[config.mk]
export PLATFORM = sky130hd
export DESIGN_NAME = uart_tx
export DESIGN_NICKNAME = d
export VERILOG_FILES = /design/src/rtl/uart_tx.sv
export SDC_FILE = /design/constraint.sdc
export NUM_CORES = 1
export LEC_CHECK = 0
export ABC_CLOCK_PERIOD_IN_PS = 6690
export CORE_UTILIZATION = 60
export DETAILED_ROUTE_END_ITERATION = 6
export PLACE_DENSITY = 0.93
export SYNTH_ARGS = -nofsm -noshare
export SYNTH_HDL_FRONTEND = slang
export SYNTH_SLANG_ARGS = --single-unit
[constraint.sdc]
create_clock -name clk -period 6.69 [get_ports clk]
set_input_delay 0.669 -clock clk [delete_from_list [all_inputs] [get_ports clk]]
set_output_delay 0.669 -clock clk [all_outputs]
set_load 0.005 [all_outputs]
[src/rtl/uart_tx.sv]
// -----------------------------------------------------------------------------
// uart_tx: serial UART transmitter.
// Sends one frame per accepted word: a start bit (0), data_width data bits
// LSB first, an optional even-parity bit, and one stop bit (1).
// The bit period is set at runtime by CLKS_PER_BIT. The value is latched when a
// frame is accepted, and a latched 0 is treated as 1.
//
// Optional feature macro: UART_TX_PARITY_EN. When it is defined, an even-parity
// bit follows the data bits and a frame is 11N long. Otherwise a frame is 10N.
//
// Ports:
//   clk          system clock, rising edge
//   rst          asynchronous reset, active-low
//   CLKS_PER_BIT clock cycles per serial bit, sampled on acceptance
//   start        level-sensitive send request
//   data_in      word to transmit, sampled on acceptance
//   tx           registered serial line, idles high
//   busy         high while a frame is in progress, including the DONE cycle
//   done         one-cycle pulse after the stop bit completes
// -----------------------------------------------------------------------------
module uart_tx #(
  parameter int unsigned data_width = 8
) (
  input  logic                  clk,
  input  logic                  rst,
  input  logic [12:0]           CLKS_PER_BIT,
  input  logic                  start,
  input  logic [data_width-1:0] data_in,
  output logic                  tx,
  output logic                  busy,
  output logic                  done
);

  localparam int unsigned CNT_W = 13;
  localparam int unsigned BIT_W = (data_width > 1) ? $clog2(data_width) : 1;
  localparam logic [BIT_W-1:0] LAST_BIT = BIT_W'(data_width - 1);

`ifdef UART_TX_PARITY_EN
  typedef enum logic [2:0] {
    S_IDLE   = 3'd0,
    S_START  = 3'd1,
    S_DATA   = 3'd2,
    S_PARITY = 3'd3,
    S_STOP   = 3'd4,
    S_DONE   = 3'd5
  } state_t;
`else
  typedef enum logic [2:0] {
    S_IDLE   = 3'd0,
    S_START  = 3'd1,
    S_DATA   = 3'd2,
    S_STOP   = 3'd4,
    S_DONE   = 3'd5
  } state_t;
`endif

  state_t                state_q;
  logic [CNT_W-1:0]      clk_cnt_q;
  logic [CNT_W-1:0]      period_q;
  logic [BIT_W-1:0]      bit_cnt_q;
  logic [data_width-1:0] shift_q;
`ifdef UART_TX_PARITY_EN
  logic                  parity_q;
`endif

  // Final clock of the current bit period.
  logic bit_end;
  assign bit_end = (clk_cnt_q == (period_q - CNT_W'(1)));

  // Frame sequencer with registered tx/busy/done.
  always_ff @(posedge clk or negedge rst) begin
    if (!rst) begin
      state_q   <= S_IDLE;
      clk_cnt_q <= '0;
      period_q  <= '0;
      bit_cnt_q <= '0;
      shift_q   <= '0;
`ifdef UART_TX_PARITY_EN
      parity_q  <= 1'b0;
`endif
      tx        <= 1'b1;
      busy      <= 1'b0;
      done      <= 1'b0;
    end else begin
      case (state_q)
        // The DONE cycle also acts as the acceptance edge so a held start
        // yields exactly N+1 high cycles (stop bit + DONE) between frames.
        S_IDLE, S_DONE: begin
          done <= 1'b0;
          if (start) begin
            state_q   <= S_START;
            clk_cnt_q <= '0;
            period_q  <= (CLKS_PER_BIT == '0) ? CNT_W'(1) : CLKS_PER_BIT;
            bit_cnt_q <= '0;
            shift_q   <= data_in;
`ifdef UART_TX_PARITY_EN
            parity_q  <= ^data_in;
`endif
            tx        <= 1'b0;
            busy      <= 1'b1;
          end else begin
            state_q   <= S_IDLE;
            clk_cnt_q <= '0;
            tx        <= 1'b1;
            busy      <= 1'b0;
          end
        end

        S_START: begin
          if (bit_end) begin
            clk_cnt_q <= '0;
            state_q   <= S_DATA;
            tx        <= shift_q[0];
            shift_q   <= shift_q >> 1;
          end else begin
            clk_cnt_q <= clk_cnt_q + CNT_W'(1);
          end
        end

        S_DATA: begin
          if (bit_end) begin
            clk_cnt_q <= '0;
            if (bit_cnt_q == LAST_BIT) begin
`ifdef UART_TX_PARITY_EN
              state_q <= S_PARITY;
              tx      <= parity_q;
`else
              state_q <= S_STOP;
              tx      <= 1'b1;
`endif
            end else begin
              bit_cnt_q <= bit_cnt_q + BIT_W'(1);
              tx        <= shift_q[0];
              shift_q   <= shift_q >> 1;
            end
          end else begin
            clk_cnt_q <= clk_cnt_q + CNT_W'(1);
          end
        end

`ifdef UART_TX_PARITY_EN
        S_PARITY: begin
          if (bit_end) begin
            clk_cnt_q <= '0;
            state_q   <= S_STOP;
            tx        <= 1'b1;
          end else begin
            clk_cnt_q <= clk_cnt_q + CNT_W'(1);
          end
        end
`endif

        S_STOP: begin
          tx <= 1'b1;
          if (bit_end) begin
            clk_cnt_q <= '0;
            state_q   <= S_DONE;
            done      <= 1'b1;
          end else begin
            clk_cnt_q <= clk_cnt_q + CNT_W'(1);
          end
        end

        // Recover from illegal encodings to a quiet line.
        default: begin
          state_q   <= S_IDLE;
          clk_cnt_q <= '0;
          tx        <= 1'b1;
          busy      <= 1'b0;
          done      <= 1'b0;
        end
      endcase
    end
  end

endmodule

==> Implementation_results.wiki <==
{| class="wikitable"
! Metric !! Value
|-
| Result of the run || finished, final reports clean
|-
| Buf+Inv Stages, Crit Path || 0
|-
| Count of cells along the worst register-to-register path || 7
|-
| Worst hold margin || roughly 0.51 ns
|-
| Yosys reg bits || 43
|-
| Critical path launch point type || flip-flop
|-
| Xor/xnor share of the synthesized area || 9.26%
|-
| TritonCTS Sinks || 43
|-
| HPWL reported at the end of detailed placement || 3710 microns
|-
| Global-route met3 utilization || roughly 5.7%
|-
| Final Hold Fails || 0
|-
| GRT Overall Usage || a little over a quarter
|-
| Total I/O pin count || 27
|-
| Post-detailed-route wirelength per cell || between 15 and 20 microns
|-
| Largest buffer count on any clock path || 2
|-
| Levels on crit path || 7
|-
| Nature of the critical path endpoint || flip-flop
|-
| Post-route antenna net violation count || 0
|-
| Setup Slack @ Placement || 3.30 ns
|-
| Post-layout instance count excluding filler cells || approximately 330
|-
| Final design instance area without fill || around 2800 sq um
|-
| Area added between synthesis and finish || 14.9%
|-
| Number of enable flip-flop cells after synthesis || 0
|-
| Main combinational cell family by area after synthesis || simple AND/OR/NAND/NOR gates
|-
| Total power consumption of the routed design || between 1 and 1.5 mW
|-
| H-tree level count || 2
|-
| Share of the synthesized area in compound gates (AO/OA/AOI/OAI) || 14.9%
|-
| Die Span X || 66.0 microns
|-
| Number of antenna cells inserted || 0
|-
| Final routed DRC violation total || 0
|-
| Maximum net fanout on the critical path || 18
|-
| List of cells traversed by the critical path || or4_4 -> or3_1 -> a2111oi_0 -> a311oi_1 -> or4_1 -> a21boi_2 -> a2bb2oi_1
|-
| Share of the core filled with cells || between 70 and 80%
|-
| Yosys synthesis warning count || 0
|-
| Final setup slack of the worst path || approximately 3.2 ns
|-
| Worst Tran Pin Value || 0.915 ns
|-
| Post-synthesis share of cell area spent on and, or, nand and nor gates || approximately a fifth
|-
| Most instantiated flip-flop cell in the synthesis netlist || dfrtp_1
|-
| Library cells used by synthesis || 47
|-
| Global placer's final weighted congestion || around 0.95
|-
| RSZ-0062 raised after global routing || no
|-
| Layer with the highest usage after global routing || met2
|-
| Initial antenna violation count || 0
|-
| Violation count after the first detailed-routing iteration || 150
|-
| Post-CTS setup-driven buffer insertion count || 0
|-
| Sequential share of the synthesized area || 43.8%
|-
| Worst slew slack as a fraction of its limit || between 30% and 40%
|-
| Hold-fix buffers at CTS || 0
|-
| Synth area leader || dfrtp_1
|-
| Post-route minimum period || between 3 and 4 ns
|-
| Final period utilization || between 50% and 60%
|-
| Placement Rows || 22
|-
| Cells taking the most area after synthesis || dfrtp_1, xnor2_1, mux2_2
|-
| Die height || around 66 microns
|-
| Drt first pass iters || 4
|-
| Placed cells || ~320
|-
| Clk_lat worst skew || roughly 0.3 ns
|-
| Layout cells sized above 1 || slightly above 10%
|-
| Vias after detailed routing || 1984
|-
| Slowest stage cell on the critical path || or4_1
|-
| Most common cell in the synthesized netlist || dfrtp_1
|-
| Global routing met1 resource utilization || between 30% and 40%
|-
| Summed instance area of the synthesized netlist || approximately 2500 sq um
|-
| Share of async-settable or async-resettable flops after synthesis || 100%
|-
| Class of the most critical hold timing path || input port to asynchronous set/reset pin
|-
| Worst Path Class, Setup || flip-flop to flip-flop
|-
| Synthesized netlist cell count || 252
|-
| Core Area || 3800 sq um
|-
| Max-cap violations || 0
|-
| Initial Utilization || between 60 and 70%
|-
| Family with the most delay on the worst path || simple AND/OR/NAND/NOR gates
|-
| Worst EP required || 6.90 ns
|-
| Leakage || approximately 1.2 nW
|-
| Total Nets Final || 305
|-
| F_max || between 200 and 300 MHz
|-
| Total count of max-transition violations in the final report || 0
|-
| Detail-routed via count per cell || around 6.1
|-
| Buffer type at the clock tree root || clkbuf_8
|-
| Vias in the first global route || between 1500 and 2000
|-
| Synth top cells by count || dfrtp_1, nor2_1, xnor2_1, mux2_2, nand2_1
|-
| Global-route track usage on met2 || 45.9%
|-
| Worst Skew || 0.00910 ns
|-
| Detailed Route WL || between 5000 and 6000 microns
|-
| Clock transition at the registers of the reported paths || approximately 0.080 ns
|-
| Number of buffers added on ports || 26
|-
| Net Count, Synth || 280
|-
| Grt total ovfl || 0
|-
| Crit path DAT || between 3 and 4 ns
|-
| Post-synthesis share of cell area spent on full adders, half adders and majority gates || just over 2%
|-
| Number of buffers created by CTS || 5
|-
| Area share of the leading cell type in the synthesized netlist || between 40% and 50%
|-
| Final setup violation count || 0
|-
| Average cell area after synthesis || roughly 9.8 sq um
|-
| Slowest stage delay, CP || roughly 0.84 ns
|-
| Proportion of synthesized area in mux cells || ~6%
|-
| First-pass GRT wire length || roughly 8800 microns
|-
| Total Negative Setup Slacks || 0 ns
|-
| Maximum resistive drop on vdd || 0.249 mV
|-
| Instance area after placement || 2750 sq um
|-
| Clock tree from TritonCTS || done
|-
| Die area || about 4400 sq um
|-
| Power per cell area || approximately 380 nW/um^2
|-
| Resized cells post-CTS || 0
|-
| Maximum number of pins on one net before global-route repair || 44
|}
[power breakdown]
part           leakage (nW)  switching (mW)  internal (mW)  total (mW)
combinational         0.594           0.217          0.229       0.447
clock                0.0395          0.0837         0.0742       0.158
sequential            0.530           0.115          0.355       0.469
[cells by family (layout without fill, tap and decap cells)]
group | count (synthesis) | in the layout
buffers and inverters | 18 | 44
xor gates and xnor gates | 26 | 26
AOI/OAI and AO/OA | 51 | 51
DFF | 43 | 43
adders and majority gates | 4 | 4
and+or+nand+nor | 97 | 97
muxes | 13 | 13
[path summary, 6_finish.rpt]
path                             startpoint           end  slack (ns)
max in group asynchronous               rst  period_q[11]        5.62
worst min-delay path                    rst   period_q[2]        0.51
min in group clk                       busy          busy        0.53
worst max-delay path            period_q[7]    shift_q[0]        3.22
worst min register to register         busy          busy        0.53
worst max register to register  period_q[7]    shift_q[0]        3.22
[placed cells by master, fill, tap and decap left out, drive strengths merged, types with 8 or more instances in the layout]
cell / Yosys / final
nand2b: 10 / 10
mux2: 12 / 12
xnor2: 16 / 16
nand2: 12 / 12
dfrtp: 42 / 42
xor2: 10 / 10
o21ai: 8 / 8
nand3: 10 / 10
clkdlybuf4s50: 0 / 25
clkbuf: 7 / 8
nor2: 26 / 26
o31ai: 9 / 9
inv: 9 / 9
[layout make-up]
| cell class | count | area [sq um] |
|---|---|---|
| Tap cell | 48 | 60.1 |
| Fill cell | 268 | 973 |
| Timing Repair Buffer | 27 | 263 |
| Clock buffer | 8 | 80.1 |
| Inverter | 9 | 33.8 |
| Multi-Input combinational cell | 191 | 1310 |
| Sequential cell | 43 | 1080 |
[worst register-to-register path, stage by stage (launching register included)]
cell	delay, ns
dfrtp_1	0.45
or4_4	0.56
or3_1	0.32
a2111oi_0	0.43
a311oi_1	0.13
or4_1	0.84
a21boi_2	0.44
a2bb2oi_1	0.21
[state kept, by name, indices dropped and copies added (netlist names)]
| signal | count |
|---|---|
| bit_cnt_q | 3 |
| period_q | 13 |
| tx | 1 |
| state_q | 3 |
| done | 1 |
| busy | 1 |
| shift_q | 8 |
| clk_cnt_q | 13 |
[layer usage]
metal	up-vias	wire (microns)
met4	0	124
li1	960	-
met2	63	2620
met5	-	0
met3	15	212
met1	946	2190
No activity file was read; power rests on OpenSTA's default activity.
